$ cat src/rtl/ab_burst_pkg.sv
// Shared types and widths for the A/B burst generator.
package ab_burst_pkg;

  localparam int PHASE_W     = 8;
  localparam int BURST_CNT_W = 16;

  typedef enum logic [1:0] {
    IDLE   = 2'd0,
    A_ONLY = 2'd1,
    A_B    = 2'd2,
    GAP    = 2'd3
  } ab_state_e;

  // Counter load value for a phase lasting n cycles (n >= 1).
  function automatic logic [PHASE_W-1:0] phase_load(input int unsigned n);
    return PHASE_W'(n - 1);
  endfunction

endpackage

$ cat src/rtl/ab_phase_cnt.sv
// Loadable down-counter with zero flag; times the A_ONLY, A_B and GAP phases.
module ab_phase_cnt
  import ab_burst_pkg::*;
(
  input  logic               clk,
  input  logic               rst,
  input  logic               load,
  input  logic [PHASE_W-1:0] load_val,
  output logic               zero
);

  logic [PHASE_W-1:0] cnt_q, cnt_d;

  always_comb begin
    cnt_d = cnt_q;
    if (load) begin
      cnt_d = load_val;
    end else if (cnt_q != '0) begin
      cnt_d = cnt_q - 1'b1;
    end
  end

  always_ff @(posedge clk) begin
    if (rst) begin
      cnt_q <= '0;
    end else begin
      cnt_q <= cnt_d;
    end
  end

  assign zero = (cnt_q == '0);

endmodule

$ cat src/rtl/ab_burst_gen.sv
// A/B handshake burst generator feeding the A/B protocol checker.
// Optional abort input/aborted pulse enabled by defining AB_BURST_ABORT_EN.
module ab_burst_gen
  import ab_burst_pkg::*;
#(
  parameter int B_AFTER     = 4,
  parameter int BOTH_CYCLES = 2,
  parameter int GAP_CYCLES  = 2
) (
  input  logic                   clk,
  input  logic                   rst,
  input  logic                   start,
`ifdef AB_BURST_ABORT_EN
  input  logic                   abort,
  output logic                   aborted,
`endif
  output logic                   a_out,
  output logic                   b_out,
  output logic                   busy,
  output logic                   done,
  output logic [BURST_CNT_W-1:0] burst_cnt,
  output ab_state_e              state_dbg
);

  if (B_AFTER < 1 || B_AFTER > 255) begin : g_bad_b_after
    $fatal(1, "ab_burst_gen: B_AFTER must be in 1..255");
  end
  if (BOTH_CYCLES < 1 || BOTH_CYCLES > 255) begin : g_bad_both
    $fatal(1, "ab_burst_gen: BOTH_CYCLES must be in 1..255");
  end
  if (GAP_CYCLES < 0 || GAP_CYCLES > 255) begin : g_bad_gap
    $fatal(1, "ab_burst_gen: GAP_CYCLES must be in 0..255");
  end

  localparam bit                 HAS_GAP   = (GAP_CYCLES > 0);
  localparam logic [PHASE_W-1:0] B_LOAD    = phase_load(B_AFTER);
  localparam logic [PHASE_W-1:0] BOTH_LOAD = phase_load(BOTH_CYCLES);
  localparam logic [PHASE_W-1:0] GAP_LOAD  = HAS_GAP ? phase_load(GAP_CYCLES) : '0;

  ab_state_e              state_q, state_d;
  logic                   a_q, a_d, b_q, b_d;
  logic                   done_q, done_d;
  logic                   aborted_q, aborted_d;
  logic [BURST_CNT_W-1:0] burst_cnt_q, burst_cnt_d;
  logic                   cnt_load, cnt_zero, abort_req;
  logic [PHASE_W-1:0]     cnt_val;

`ifdef AB_BURST_ABORT_EN
  assign abort_req = abort;
  assign aborted   = aborted_q;
`else
  assign abort_req = 1'b0;
`endif

  ab_phase_cnt u_phase_cnt (
    .clk      (clk),
    .rst      (rst),
    .load     (cnt_load),
    .load_val (cnt_val),
    .zero     (cnt_zero)
  );

  always_comb begin
    state_d     = state_q;
    cnt_load    = 1'b0;
    cnt_val     = '0;
    done_d      = 1'b0;
    aborted_d   = 1'b0;
    burst_cnt_d = burst_cnt_q;
    case (state_q)
      IDLE: begin
        if (start) begin
          state_d  = A_ONLY;
          cnt_load = 1'b1;
          cnt_val  = B_LOAD;
        end
      end
      A_ONLY, A_B: begin
        // Abort wins over a phase ending in the same cycle: no done, no count.
        if (abort_req) begin
          aborted_d = 1'b1;
          state_d   = HAS_GAP ? GAP : IDLE;
          cnt_load  = HAS_GAP;
          cnt_val   = GAP_LOAD;
        end else if (cnt_zero && state_q == A_ONLY) begin
          state_d  = A_B;
          cnt_load = 1'b1;
          cnt_val  = BOTH_LOAD;
        end else if (cnt_zero) begin
          done_d      = 1'b1;
          burst_cnt_d = burst_cnt_q + 1'b1;
          state_d     = HAS_GAP ? GAP : IDLE;
          cnt_load    = HAS_GAP;
          cnt_val     = GAP_LOAD;
        end
      end
      GAP: begin
        if (cnt_zero) begin
          state_d = IDLE;
        end
      end
      default: state_d = IDLE;
    endcase
    // Outputs are registered from the next state, so A stays high across A_ONLY->A_B.
    a_d = (state_d == A_ONLY) || (state_d == A_B);
    b_d = (state_d == A_B);
  end

  always_ff @(posedge clk) begin
    if (rst) begin
      state_q     <= IDLE;
      a_q         <= 1'b0;
      b_q         <= 1'b0;
      done_q      <= 1'b0;
      aborted_q   <= 1'b0;
      burst_cnt_q <= '0;
    end else begin
      state_q     <= state_d;
      a_q         <= a_d;
      b_q         <= b_d;
      done_q      <= done_d;
      aborted_q   <= aborted_d;
      burst_cnt_q <= burst_cnt_d;
    end
  end

  assign a_out     = a_q;
  assign b_out     = b_q;
  assign done      = done_q;
  assign busy      = (state_q != IDLE);
  assign burst_cnt = burst_cnt_q;
  assign state_dbg = state_q;

`ifndef AB_BURST_ABORT_EN
  logic unused_aborted;
  assign unused_aborted = aborted_q;
`endif

endmodule

$ cat config.mk
export PLATFORM = sky130hd
export DESIGN_NAME = ab_burst_gen
export DESIGN_NICKNAME = d
export VERILOG_FILES = /design/src/rtl/ab_burst_pkg.sv /design/src/rtl/ab_phase_cnt.sv /design/src/rtl/ab_burst_gen.sv
export SDC_FILE = /design/constraint.sdc
export NUM_CORES = 1
export LEC_CHECK = 0
export BUFFER_PORTS_ARGS = -buffer_cell sky130_fd_sc_hd__buf_2
export CORE_AREA = 4 4 77 79
export DETAILED_ROUTE_END_ITERATION = 10
export DIE_AREA = 0 0 81 83
export HOLD_SLACK_MARGIN = 0.12
export MAX_ROUTING_LAYER = met4
export SLEW_MARGIN = 20
export SYNTH_ARGS = -nofsm -noshare
export SYNTH_HDL_FRONTEND = slang
export SYNTH_SLANG_ARGS = --single-unit
$ cat constraint.sdc
create_clock -name clk -period 4.8 [get_ports clk]
set_clock_uncertainty 0.15 [all_clocks]
set_input_delay 0.48 -clock clk [delete_from_list [all_inputs] [get_ports clk]]
set_output_delay 0.48 -clock clk [all_outputs]
set_load 0.05 [all_outputs]
== Word level (Yosys, flattened, before mapping) ==
Cells that the tools add are included.

* Flip-flop bits (word level): 29
* Input port bits: 3
* Output and inout bits: 22
* Word-level logic and storage cells: 40

* Add/subtract/negate cells: 2
* Equality and inequality tests: 5
* Muxes and demuxes: 15
* Bitwise operators: 2
* Reduce and logical (&&, ||, !) cells: 10

{| class="wikitable"
|+ Operators with widths
! kind !! number
|-
| 16-bit by 1-bit adder with 16-bit output, second input constant || 1
|-
| 8-bit 2-to-1 mux || 2
|-
| 2-bit 2-to-1 mux || 5
|-
| 8-bit logical NOT || 1
|-
| 8-bit nonzero test || 1
|-
| 8-bit by 1-bit subtractor with 8-bit output, second input constant || 1
|-
| 2-bit == test, second input constant || 3
|-
| 2-bit case mux with 3 select lines || 1
|-
| 1-bit 2-to-1 mux || 5
|-
| 2-bit by 1-bit == test with 1-bit output, second input constant || 2
|-
| 2-bit case mux with 2 select lines || 1
|-
| 2-bit nonzero test || 2
|-
| 3-bit AND reduction || 1
|-
| 3-bit OR reduction || 1
|-
| 2-bit logical NOT || 1
|-
| 1-bit NOT || 2
|-
| 1-bit case mux with 2 select lines || 1
|-
| 2-bit OR reduction || 1
|-
| 1-bit logical AND || 1
|-
| 1-bit logical OR || 1
|}

== Depth between registers and ports, before layout ==
* Word-level depth: 6
* Gate-level depth with buffers: 9
* Depth with buffers taken out: 8

== Cells and area by module ==
From an unflattened synthesis, not the netlist that was laid out.

* Cells, all modules: 166
* Area, all modules: 1496.4 um2

{| class="wikitable"
|+ Modules (own cells, without submodules)
! module !! times used !! cells an instance !! area each (um2) !! sequential area each (um2)
|-
| ab_burst_gen || 1 || 113 || 1021.0 || 420.4
|-
| ab_phase_cnt || 1 || 53 || 475.5 || 160.2
|}

== Worst setup path before layout ==
OpenSTA, ideal clock, no wires.

* Path kind: register to register
* Start point: reg state_q[1], in the netlist state_dbg[1]
* End point: reg a_q, in the netlist a_out
* Setup time: 67 ps
* Data arrival time: 2456 ps
* Required time: 4583 ps
* Slack: 2127 ps
* Stages on the path, launching flop included: 9
* Path buffers: 0
* Period minus slack after synthesis: 2673 ps
* Path through: dfxtp_1 -> inv_1 -> ha_1 -> nor2b_1 -> nand3_2 -> or2_2 -> and3_1 -> ha_1 -> nor2_1

* Longest elaborated chain between the ends: 6
* Elaborated cells between the ends (all ways): 14
* Those cells by class: eq/ne: 5; mux: 5; reduce/logical: 4

{| class="wikitable"
|+ RTL lines
! element !! RTL line !! source
|-
| from (decl) || ab_burst_gen.sv:40 || <nowiki>ab_state_e state_q, state_d;</nowiki>
|-
| from (signal assigned) || ab_burst_gen.sv:118 || <nowiki>state_q <= state_d;</nowiki>
|-
| 2-bit by 1-bit == test with 1-bit output || ab_burst_gen.sv:70, ab_burst_gen.sv:85 ||
|-
| 1-bit logical AND || ab_burst_gen.sv:85 || <nowiki>end else if (cnt_zero && state_q == A_ONLY) begin</nowiki>
|-
| 2-bit 2-to-1 mux || ab_burst_gen.sv:85 ||
|-
| 2-bit case mux with 3 select lines (*) || ab_burst_gen.sv:70 || <nowiki>case (state_q)</nowiki>
|-
| 2-bit by 1-bit == test with 1-bit output / 2-bit == test (equally long branches) || ab_burst_gen.sv:105 || <nowiki>a_d = (state_d == A_ONLY) || (state_d == A_B);</nowiki>
|-
| 1-bit logical OR (*) || ab_burst_gen.sv:105 ||
|-
| to (signal assigned) || ab_burst_gen.sv:112 || <nowiki>a_q <= 1'b0;</nowiki>
|-
| to (signal assigned) || ab_burst_gen.sv:119 || <nowiki>a_q <= a_d;</nowiki>
|-
| to (decl) || ab_burst_gen.sv:41 || <nowiki>logic a_q, a_d, b_q, b_d;</nowiki>
|}

Mark *: on every way between the ends. The rest lies on a longest branch, timed or not.
A chain may end at the register's enable or synchronous reset.

== Final worst setup path ==
* Start point: reg u_phase_cnt.cnt_q[0]
* End point: reg a_q, in the netlist a_out

* Longest elaborated chain between the ends: 6
* Elaborated cells between the ends (all ways): 9
* Those cells by class: eq/ne: 2; mux: 4; reduce/logical: 3

{| class="wikitable"
|+ RTL lines
! element !! RTL line !! source
|-
| from (decl) || ab_phase_cnt.sv:12 || <nowiki>logic [PHASE_W-1:0] cnt_q, cnt_d;</nowiki>
|-
| from (signal assigned) || ab_phase_cnt.sv:27 || <nowiki>cnt_q <= cnt_d;</nowiki>
|-
| 8-bit logical NOT (*) || ab_phase_cnt.sv:31 || <nowiki>assign zero = (cnt_q == '0);</nowiki>
|-
| 2-bit 2-to-1 mux / 1-bit logical AND (equally long branches) || ab_burst_gen.sv:89, ab_burst_gen.sv:85 ||
|-
| 2-bit 2-to-1 mux || ab_burst_gen.sv:85 ||
|-
| 2-bit case mux with 3 select lines (*) || ab_burst_gen.sv:70 ||
|-
| 2-bit by 1-bit == test with 1-bit output / 2-bit == test (equally long branches) || ab_burst_gen.sv:105 ||
|-
| 1-bit logical OR (*) || ab_burst_gen.sv:105 ||
|}

Marked as above.

==> results by group <==
Global routing
  • Grt ovf: 0
  • Global-route wire length before repair: 5.85 mm
  • Vias in the first global route: 1259
  • Largest net degree at the start of global routing: 25
  • Initial antenna violation count: 0
  • Overall Global Routing Usage: 0.113

Power
  • Cell Pwr Density: 498 mW/mm²
  • Worst vdd ir: 0.175 mV
  • Static leakage: 0.000729 µW

Setup path
  • Max FO, Critical Path: 14
  • Buf/Inv on CP: 1
  • Crit path arrival time: 2.73 ns
  • Type of origin of the critical path: flip-flop
  • WP data required: 4.86 ns
  • Worst path max stage delay: 0.72 ns
  • Cell family with most CP delay: simple AND/OR/NAND/NOR gates
  • CP most frequent cell: ha_1
  • Crit end category: flip-flop
  • Cell Chain, Critical Path: inv_1 > ha_1 > nor3b_2 > nand3_2 > or2_2 > and3_1 > ha_1 > nor2_1
  • Crit-path slowest cell: nor3b_2
  • Worst setup path class: flip-flop to flip-flop

Layout
  • Fillers: 604
  • Util after Layout: 0.330
  • Area delta synth->final: 17.9%
  • Leading cell types in the layout, fill and taps excluded: dfxtp_1 (29), buf_2 (24), nor2_1 (16), a21oi_1 (16), nand2_1 (10)
  • Net count reported at finish: 208
  • Most common cell after layout, fill and taps aside: dfxtp_1
  • Antenna Cells: 0
  • Share of cells above drive strength 1: 0.184

Synth
  • Synthesized area per cell: 8.78 µm²
  • Register bit count reported by yosys: 29
  • Cell count after synthesis: 170
  • Synthesized cell area: 0.00149 mm²
  • Syn. warnings: 0
  • Unique masters post-synth: 37
  • Post-Syn Nets: 182
  • Seq/Total Area, Yosys: 0.389

Floorplanning
  • Core area: 0.00534 mm²
  • Die span in y: 83 µm
  • Die Width: 81 µm
  • Row count: 27
  • Initial Utilization: 0.280
  • Die Area: 0.00672 mm²
  • Ports: 25

Routing
  • Total number of vias: 1274
  • Residual DRC: 0
  • DRT Pass-1 Iters: 4
  • WL/cell: 12.2 µm
  • Routed WL: 3.27 mm
  • DR vias/cell: 4.75
  • Drt initial violations: 62
  • Post-DRT Antenna Nets: 0

Place
  • Final GP Congestion: 0.768
  • PortBufs: 24
  • Post-place setup slack: 2.12 ns
  • Detailed Place HPWL: 2.34 mm

Timing
  • Tmin final: 2.67 ns
  • Worst Setup Slack, final: 2.13 ns
  • RSZ-0062 raised after global routing: no
  • Final Hold Fails: 0
  • Period utilization: 0.555
  • Worst slew pin tran: 0.872 ns
  • Max Freq: 0.375 GHz
  • Relative slew slack: 0.416
  • Fin. max-slew vios: 0
  • TNS Setup: 0 ns
  • Final setup violation count: 0

Clocking
  • Resize count post-CTS: 0
  • Clock buffer depth: 2
  • CTS tree: yes
  • Clock root cell: clkbuf_8
  • Number of CTS-inserted buffers: 5
  • Clk slew on worst S/H paths: 0.06 ns
  • Worst skew pair latency: 0.28 ns
  • Postcts setup bufs: 0
  • H-tree levels: 2
  • Hold-fix buffers at CTS: 0
  • CTS Sinks: 29

Run
  • Max-cap violations: 0

Status
  • Status: complete, no violations

Worst hold path
  • Min-Delay Path Class: flip-flop to flip-flop
==> flip-flops by register name (all words and copies together) (netlist names) <==
register           count
done                   1
u_phase_cnt.cnt_q      8
state_dbg              2
b_out                  1
a_out                  1
burst_cnt             16
==> layer usage <==
metal  up-vias  track usage  wire length, µm
met2        19        0.164             1530
li1        668            -                -
met1       583        0.145             1570
met5         -            -                0
met3         4       0.0347              118
met4         0       0.0430               59
==> synthesized netlist by cell type (all sizes together) <==
library cell  instances  area share
dfxtp                29        0.39
a21oi                16       0.054
nor2                 16       0.040
nand2                11       0.029
ha                    9       0.075
o21ai                 9       0.030
nand3                 8       0.030
nand4                 7       0.034
inv                   6       0.015
or3                   6       0.025
xor2                  6       0.035
nand3b                4       0.020
o31ai                 4       0.020
or4                   4       0.020
a31oi                 3       0.013
and3                  3       0.013
and4                  3       0.018
clkbuf                3      0.0075
nor2b                 3       0.013
and2                  2      0.0084
and4b                 2       0.013
buf                   2       0.013
mux2i                 2       0.013
nand2b                2      0.0084
nand4b                2       0.012
o211ai                2       0.010
a2111oi               1      0.0059
nor3                  1      0.0033
nor3b                 1      0.0084
nor4                  1       0.014
or2                   1      0.0042
xnor2                 1      0.0059
==> metrics by stage <==
| step | cells | area, µm² | hold slack (ns) | total power, µW |
|---|---|---|---|---|
| after global routing | 268 | 1760 | 0.364 | 949 |
| after detailed placement | 261 | 1670 | 0.323 | 681 |
| after floorplan | 170 | 1490 | 0.338 | 631 |
| final | 268 | 1760 | 0.326 | 877 |
| after global placement | 261 | 1670 | 0.316 | 679 |
| after CTS | 268 | 1760 | 0.332 | 886 |
==> power breakdown <==
part	internal, µW	switching, µW	total, µW
logic	123	239	361
clock network	114	88.5	202
registers	274	38.8	313
==> worst register-to-register path, stage by stage, from the launching register on <==
cell and delay, ns:
dfxtp_1 0.31, inv_1 0.10, ha_1 0.18, nor3b_2 0.72, nand3_2 0.26, or2_2 0.35
and3_1 0.15, ha_1 0.29, nor2_1 0.09
==> kinds of logic (layout without fill, tap and decap cells) <==
group / count (synthesis) / after routing / synth area share
DFF: 29 / 29 / 0.389
and+or+nand+nor: 77 / 77 / 0.314
muxes: 2 / 2 / 0.0134
AOI/OAI and AO/OA: 35 / 35 / 0.132
buffers and inverters: 11 / 37 / 0.0352
xor gates and xnor gates: 7 / 7 / 0.0411
adders and majority gates: 9 / 9 / 0.0754
==> final timing paths <==
kind	depth (start not counted)	slack [ns]	end	startpoint
max	8	2.13	a_out	u_phase_cnt.cnt_q[0]
min	2	0.33	burst_cnt[15]	burst_cnt[15]
max reg2reg	8	2.13	a_out	u_phase_cnt.cnt_q[0]
min reg2reg	2	0.33	burst_cnt[15]	burst_cnt[15]
==> cell type report <==
| cell class | instances | area, µm² | share of cell area |
|---|---|---|---|
| timing repair buffer | 24 | 120 | 0.0683 |
| multi-input combinational | 130 | 860 | 0.489 |
| clock buffer | 7 | 86.3 | 0.0491 |
| tap | 72 | 90.1 | 0.0512 |
| inverter | 6 | 22.5 | 0.0128 |
| sequential | 29 | 581 | 0.330 |
Note: power is estimated with default switching activity, not from simulation.
